**config.mk**
```make
export PLATFORM = sky130hd
export DESIGN_NAME = rv32im_lsu_seq
export DESIGN_NICKNAME = d
export VERILOG_FILES = /design/src/rtl/rv32im_lsu_seq.sv
export SDC_FILE = /design/constraint.sdc
export NUM_CORES = 1
export LEC_CHECK = 0
export CELL_PAD_IN_SITES_DETAIL_PLACEMENT = 2
export CELL_PAD_IN_SITES_GLOBAL_PLACEMENT = 2
export CORE_MARGIN = 5
export CORE_UTILIZATION = 26
export CTS_CLUSTER_SIZE = 30
export DETAILED_ROUTE_END_ITERATION = 10
export PLACE_DENSITY = 0.95
export SLEW_MARGIN = 20
export SYNTH_ARGS = -nofsm -noshare
export SYNTH_HDL_FRONTEND = slang
export SYNTH_SLANG_ARGS = --single-unit
```
**constraint.sdc**
```tcl
create_clock -name clk_i -period 6.2 [get_ports clk_i]
set_clock_uncertainty 0.15 [all_clocks]
set_input_delay 1.24 -clock clk_i [delete_from_list [all_inputs] [get_ports clk_i]]
set_output_delay 1.24 -clock clk_i [all_outputs]
set_load 0.1 [all_outputs]
```
**src/rtl/rv32im_lsu_seq.sv**
```systemverilog
// Sequential load/store unit: one access in flight, lane-aligned stores,
// extended loads, misalignment/illegal-opcode detection and memory timeout.
// Opcode encoding: loads {LB=0,LH=1,LW=2,LBU=4,LHU=5}, stores {SB=8,SH=9,SW=10}.
module rv32im_lsu_seq #(
  parameter int ADDR_WIDTH = 32,
  parameter int DATA_WIDTH = 32,
  parameter int OPC_WIDTH  = 4,
  parameter int TIMEOUT    = 255
) (
  input  logic                  clk_i,
  input  logic                  rst_i,
  input  logic                  req_valid_i,
  output logic                  req_ready_o,
  input  logic [OPC_WIDTH-1:0]  lsu_opcode_i,
  input  logic [ADDR_WIDTH-1:0] addr_i,
  input  logic [DATA_WIDTH-1:0] wdata_i,
  output logic                  rsp_valid_o,
  input  logic                  rsp_ready_i,
  output logic [DATA_WIDTH-1:0] rsp_rdata_o,
  output logic                  rsp_err_o,
  output logic                  mem_req_o,
  input  logic                  mem_gnt_i,
  output logic                  mem_we_o,
  output logic [ADDR_WIDTH-1:0] mem_addr_o,
  output logic [3:0]            mem_be_o,
  output logic [DATA_WIDTH-1:0] mem_wdata_o,
  input  logic                  mem_rvalid_i,
  input  logic [DATA_WIDTH-1:0] mem_rdata_i
);
  localparam logic [OPC_WIDTH-1:0] OPC_LB  = OPC_WIDTH'(0);
  localparam logic [OPC_WIDTH-1:0] OPC_LH  = OPC_WIDTH'(1);
  localparam logic [OPC_WIDTH-1:0] OPC_LW  = OPC_WIDTH'(2);
  localparam logic [OPC_WIDTH-1:0] OPC_LBU = OPC_WIDTH'(4);
  localparam logic [OPC_WIDTH-1:0] OPC_LHU = OPC_WIDTH'(5);
  localparam logic [OPC_WIDTH-1:0] OPC_SB  = OPC_WIDTH'(8);
  localparam logic [OPC_WIDTH-1:0] OPC_SH  = OPC_WIDTH'(9);
  localparam logic [OPC_WIDTH-1:0] OPC_SW  = OPC_WIDTH'(10);

  localparam int CW = (TIMEOUT < 2) ? 1 : $clog2(TIMEOUT + 1);
  localparam logic [CW-1:0] TO_LAST = (TIMEOUT == 0) ? '0 : CW'(TIMEOUT - 1);

  typedef enum logic [1:0] {S_IDLE, S_WAIT_GNT, S_WAIT_RD, S_RESP} state_t;

  // Access size: 0=byte, 1=half, 2=word, 3=illegal opcode.
  function automatic logic [1:0] opc_size(input logic [OPC_WIDTH-1:0] o);
    case (o)
      OPC_LB, OPC_LBU, OPC_SB: opc_size = 2'd0;
      OPC_LH, OPC_LHU, OPC_SH: opc_size = 2'd1;
      OPC_LW, OPC_SW:          opc_size = 2'd2;
      default:                 opc_size = 2'd3;
    endcase
  endfunction

  state_t                  state_q, state_d;
  logic [OPC_WIDTH-1:0]    opc_q, opc_d;
  logic [ADDR_WIDTH-1:0]   addr_q, addr_d;
  logic [DATA_WIDTH-1:0]   wdata_q, wdata_d;
  logic [DATA_WIDTH-1:0]   rdata_q, rdata_d;
  logic                    err_q, err_d;
  logic [CW-1:0]           cnt_q, cnt_d;

  logic       accept, req_bad, timed_out, is_store;
  logic [1:0] in_size, size_q, off;
  logic [7:0] ld_byte;
  logic [15:0] ld_half;

  assign accept    = req_valid_i && (state_q == S_IDLE);
  assign in_size   = opc_size(lsu_opcode_i);
  assign req_bad   = (in_size == 2'd3) ||
                     ((in_size == 2'd1) && addr_i[0]) ||
                     ((in_size == 2'd2) && (addr_i[1:0] != 2'b00));
  assign timed_out = (TIMEOUT != 0) && (cnt_q == TO_LAST);
  assign size_q    = opc_size(opc_q);
  assign is_store  = (opc_q == OPC_SB) || (opc_q == OPC_SH) || (opc_q == OPC_SW);
  assign off       = addr_q[1:0];
  assign ld_byte   = mem_rdata_i[8*off +: 8];
  assign ld_half   = mem_rdata_i[16*off[1] +: 16];

  // State and datapath registers
  always_ff @(posedge clk_i) begin
    if (rst_i) begin
      state_q <= S_IDLE;
      opc_q   <= '0;
      addr_q  <= '0;
      wdata_q <= '0;
      rdata_q <= '0;
      err_q   <= 1'b0;
      cnt_q   <= '0;
    end else begin
      state_q <= state_d;
      opc_q   <= opc_d;
      addr_q  <= addr_d;
      wdata_q <= wdata_d;
      rdata_q <= rdata_d;
      err_q   <= err_d;
      cnt_q   <= cnt_d;
    end
  end

  // Next-state: gnt/rvalid win over a timeout landing on the same cycle
  always_comb begin
    state_d = state_q;
    case (state_q)
      S_IDLE:     if (accept) state_d = req_bad ? S_RESP : S_WAIT_GNT;
      S_WAIT_GNT: if (mem_gnt_i) state_d = is_store ? S_RESP : S_WAIT_RD;
                  else if (timed_out) state_d = S_RESP;
      S_WAIT_RD:  if (mem_rvalid_i || timed_out) state_d = S_RESP;
      S_RESP:     if (rsp_ready_i) state_d = S_IDLE;
      default:    state_d = S_IDLE;
    endcase
  end

  // Request latch, load extraction, error capture and wait-cycle counter
  always_comb begin
    opc_d   = opc_q;
    addr_d  = addr_q;
    wdata_d = wdata_q;
    rdata_d = rdata_q;
    err_d   = err_q;
    cnt_d   = (cnt_q == '1) ? cnt_q : cnt_q + 1'b1;
    case (state_q)
      S_IDLE: if (accept) begin
        opc_d   = lsu_opcode_i;
        addr_d  = addr_i;
        wdata_d = wdata_i;
        rdata_d = '0;
        err_d   = req_bad;
      end
      S_WAIT_GNT: if (!mem_gnt_i && timed_out) err_d = 1'b1;
      S_WAIT_RD: begin
        if (mem_rvalid_i) begin
          case (opc_q)
            OPC_LB:  rdata_d = {{24{ld_byte[7]}}, ld_byte};
            OPC_LBU: rdata_d = {24'b0, ld_byte};
            OPC_LH:  rdata_d = {{16{ld_half[15]}}, ld_half};
            OPC_LHU: rdata_d = {16'b0, ld_half};
            default: rdata_d = mem_rdata_i;
          endcase
        end else if (timed_out) begin
          err_d = 1'b1;
        end
      end
      default: ;
    endcase
    if (state_d != state_q) cnt_d = '0;
  end

  // Outputs decoded from state; memory side driven only while requesting
  always_comb begin
    req_ready_o = (state_q == S_IDLE);
    mem_req_o   = (state_q == S_WAIT_GNT);
    rsp_valid_o = (state_q == S_RESP);
    rsp_rdata_o = rsp_valid_o ? rdata_q : '0;
    rsp_err_o   = rsp_valid_o && err_q;
    mem_we_o    = mem_req_o && is_store;
    mem_addr_o  = mem_req_o ? {addr_q[ADDR_WIDTH-1:2], 2'b00} : '0;
    mem_be_o    = '0;
    mem_wdata_o = '0;
    if (mem_req_o) begin
      case (size_q)
        2'd0:    mem_be_o = 4'b0001 << off;
        2'd1:    mem_be_o = 4'b0011 << off;
        default: mem_be_o = 4'b1111;
      endcase
      if (is_store) begin
        case (size_q)
          2'd0:    mem_wdata_o = {4{wdata_q[7:0]}};
          2'd1:    mem_wdata_o = {2{wdata_q[15:0]}};
          default: mem_wdata_o = wdata_q;
        endcase
      end
    end
  end
endmodule

```
==> summary.txt <==
Run status
  – Outcome: finished, final reports clean

Global routing
  – Gr usage total: 19.3%
  – Aggregate global routing overflow: 0
  – Vias in the first global route: 6,687
  – First-pass GRT wire length: 37.6 mm
  – Pin count of the biggest net entering global routing: 53
  – Initial antenna violation count: 0

STA
  – Worst relative slew slack: 30.5%
  – Setup TNS: 0 ps
  – Slew Limit Fails: 0
  – Final-report setup violation count: 0
  – Tcrit/Tclk final: 75.5%
  – Final hold viol count: 0
  – Post-route minimum period: 4680 ps
  – RSZ-0062 raised after global routing: false
  – Tightest Pin Transition: 1040 ps
  – Fmax: 214 MHz

Pwr
  – Tot Pwr: 3.11 mW
  – Lkg Pwr: 3.15 nW
  – Logic pwr share: 36.9%
  – Sequential share of power: 31.1%
  – Psw: 1.26 mW
  – Net Sw Frac: 40.5%
  – Internal: 1.85 mW
  – Clk pwr share: 32.0%
  – Max VDD drop: 0.000196 V
  – PwrDens: 369 mW/mm²

Clock tree
  – CTS H-tree lvls: 4
  – Cts repair resizes: 0
  – Clk sinks: 113
  – Root buf cell: clkbuf_16
  – Clk_lat worst skew: 410 ps
  – Clock Tree Buf Depth: 2
  – CTS buffer count: 17
  – Post-CTS Hold Fix Bufs: 0
  – Post-CTS Setup Inserts: 0
  – TritonCTS clock tree: done
  – Reg clk slew, reported paths: 50 ps

Detailed routing
  – Routed vias: 5,998
  – DRT Pass-1 Iters: 4
  – Detail Route Antenna Nets: 0
  – Post-Route WL: 24.0 mm
  – Drc violations: 0
  – Vias per std cell: 4.92
  – Iteration-0 DRC Markers: 290
  – DR WL/cell: 19.7 µm

Floorplanning
  – Die Area: 0.0247 mm²
  – Top Ports: 211
  – Placeable Area: 0.0212 mm²
  – Row cnt: 53
  – Chip height: 157 µm
  – Initial Util: 26.7%
  – Die Wd: 157 µm

Logic synthesis
  – Post-synthesis cell area: 0.00564 mm²
  – Async SR Flop Fraction: 0%
  – Synthesized area per cell: 7.53 µm²
  – Syn Inst Count: 749
  – Primary FF master, synth: dfxtp_1
  – Number of enable flip-flop cells after synthesis: 0
  – Synthesized flop and latch total: 113
  – Synth unique cells: 52
  – Total number of yosys warnings: 0
  – Sequential share of the synthesized area: 40.1%

Cells and area
  – Share of post-route cells with drive strength above 1: 8.80%
  – Fillers: 2,397
  – Area Growth Syn to Fin: 49.2%
  – # nets final: 1,045
  – Diode count: 0

Min path
  – Hold WC Path Type: reg2reg

Placement
  – Final HPWL DP: 17.7 mm
  – Routability congestion estimate: 0.813
  – Port Buf Inserts: 208

Worst setup path
  – Startpoint types: flop
  – CP endpoint kind: output port
  – Kind of critical path: reg2out
  – Max FO, Critical Path: 27
  – Critical Path RT: 4810 ps
  – Crit path arrival time: 3290 ps

Job
  – Max Cap Viol: 0
## power groups by stage
stage / combinational (mW) / sequential (mW) / clock, mW
3_3_place_gp: 1.11 / 0.969 / 0
3_5_place_dp: 1.15 / 0.978 / 0
6_report: 1.15 / 0.965 / 0.994
4_1_cts: 1.16 / 0.965 / 1.02
5_1_grt: 1.24 / 0.982 / 1.05
2_1_floorplan: 0.838 / 0.913 / 0
## logic make-up (layout without fill, tap and decap cells)
logic type                 after synthesis  after routing  synth area share [%]
AOI/OAI and AO/OA                      170            170                  17.9
xor gates and xnor gates                 6              6                  1.07
adders and majority gates                7              7                  1.55
buffers and inverters                   60            253                  4.39
DFF                                    113            113                  40.1
muxes                                   30             30                  5.59
other                                    1              2                0.0665
and+or+nand+nor                        362            362                  29.3
## Yosys cell counts, drive strengths merged (2+ instances only)
cell,number,area [µm²]
o211ai,3,36.3
o21ai,30,150
and2,73,457
nand3,8,45.0
mux2,2,22.5
buf,12,67.6
ha,7,87.6
nor3,7,35.0
a21o,3,22.5
clkbuf,41,154
nor2,67,254
and3,2,12.5
o21a,3,22.5
a221oi,3,26.3
inv,7,26.3
o31ai,3,22.5
mux2i,27,270
nor4,4,31.3
dfxtp,113,2260
a21oi,98,490
nand2b,4,25.0
a21boi,2,15.0
o221ai,16,140
nand2,185,694
xnor2,5,51.3
nand4,2,12.5
nor2b,7,43.8
## worst paths after layout
| path | from | endpoint | slack (ps) | cells after the start |
|---|---|---|---|---|
| max | state_q[1] | mem_wdata_o[7] | 1520 | 6 |
| min reg2reg | rdata_q[9] | rdata_q[9] | 290 | 2 |
| min | rdata_q[9] | rdata_q[9] | 290 | 2 |
| max reg2reg | state_q[1] | cnt_q[0] | 2350 | 7 |
## layout make-up
class                   count  area [µm²]  area share, %
well taps                 275         344           4.09
repair buffers            216        2050           24.4
clock buffers              24         482           5.73
inverters                   7        26.3          0.312
clock inverters             6         105           1.25
multi-input cells         577        3140           37.3
flip-flops and latches    113        2260           26.9
## sequential cells by signal (all words and copies together), names as in the netlist
register / flops
state_q: 2
cnt_q: 8
opc_q: 4
rdata_q: 32
size_q: 2
err_q: 1
wdata_q: 32
addr_q: 32
## worst max-delay path, stage by stage (launching register included)
cell and delay, ps:
dfxtp_1 390, inv_1 150, ha_1 580, nand4b_2 770
inv_2 500, and2_1 180, buf_4 280
## through the flow
| stage | setup slack [ps] | instances | hold WS, ps | instance area, µm² | util [%] |
|---|---|---|---|---|---|
| 2_1_floorplan | 1360 | 750 | 265 | 5640 | - |
| 3_3_place_gp | 2000 | 1188 | 276 | 7820 | 37.0 |
| 3_5_place_dp | 1850 | 1188 | 284 | 7820 | 37.0 |
| 4_1_cts | 1400 | 1218 | 297 | 8410 | 39.8 |
| 5_1_grt | 1230 | 1218 | 324 | 8410 | 39.8 |
| 6_report | 1520 | 1218 | 294 | 8410 | 39.8 |
## metal layers
metal / track usage (%) / wire length, µm
met5: 0 / 0
met4: 5.00 / 251
met3: 4.37 / 1310
met2: 35.2 / 12400
met1: 22.8 / 9980
## cell usage in the layout, fill, tap and decap left out, types with 2 or more instances in the layout
| cell type | count |
|---|---|
| buf_4 | 41 |
| mux2_2 | 2 |
| xnor2_1 | 4 |
| o21a_1 | 3 |
| nand2_1 | 184 |
| o21ai_0 | 30 |
| a21o_1 | 3 |
| and2_1 | 72 |
| o211ai_1 | 2 |
| inv_1 | 6 |
| nor2_1 | 66 |
| dfxtp_1 | 113 |
| bufinv_16 | 3 |
| clkbuf_8 | 3 |
| nand3_1 | 7 |
| o221ai_1 | 16 |
| o31ai_1 | 3 |
| clkbuf_16 | 17 |
| clkdlybuf4s50_1 | 174 |
| a21oi_1 | 98 |
| and3_1 | 2 |
| nor2b_1 | 7 |
| nand2b_1 | 4 |
| nand4_1 | 2 |
| clkbuf_1 | 4 |
| ha_1 | 7 |
| conb_1 | 2 |
| clkinv_2 | 3 |
| nor3_1 | 7 |
| mux2i_1 | 27 |
| nor4_1 | 3 |
| a221oi_1 | 3 |
Power figures use the tool's default switching activity.
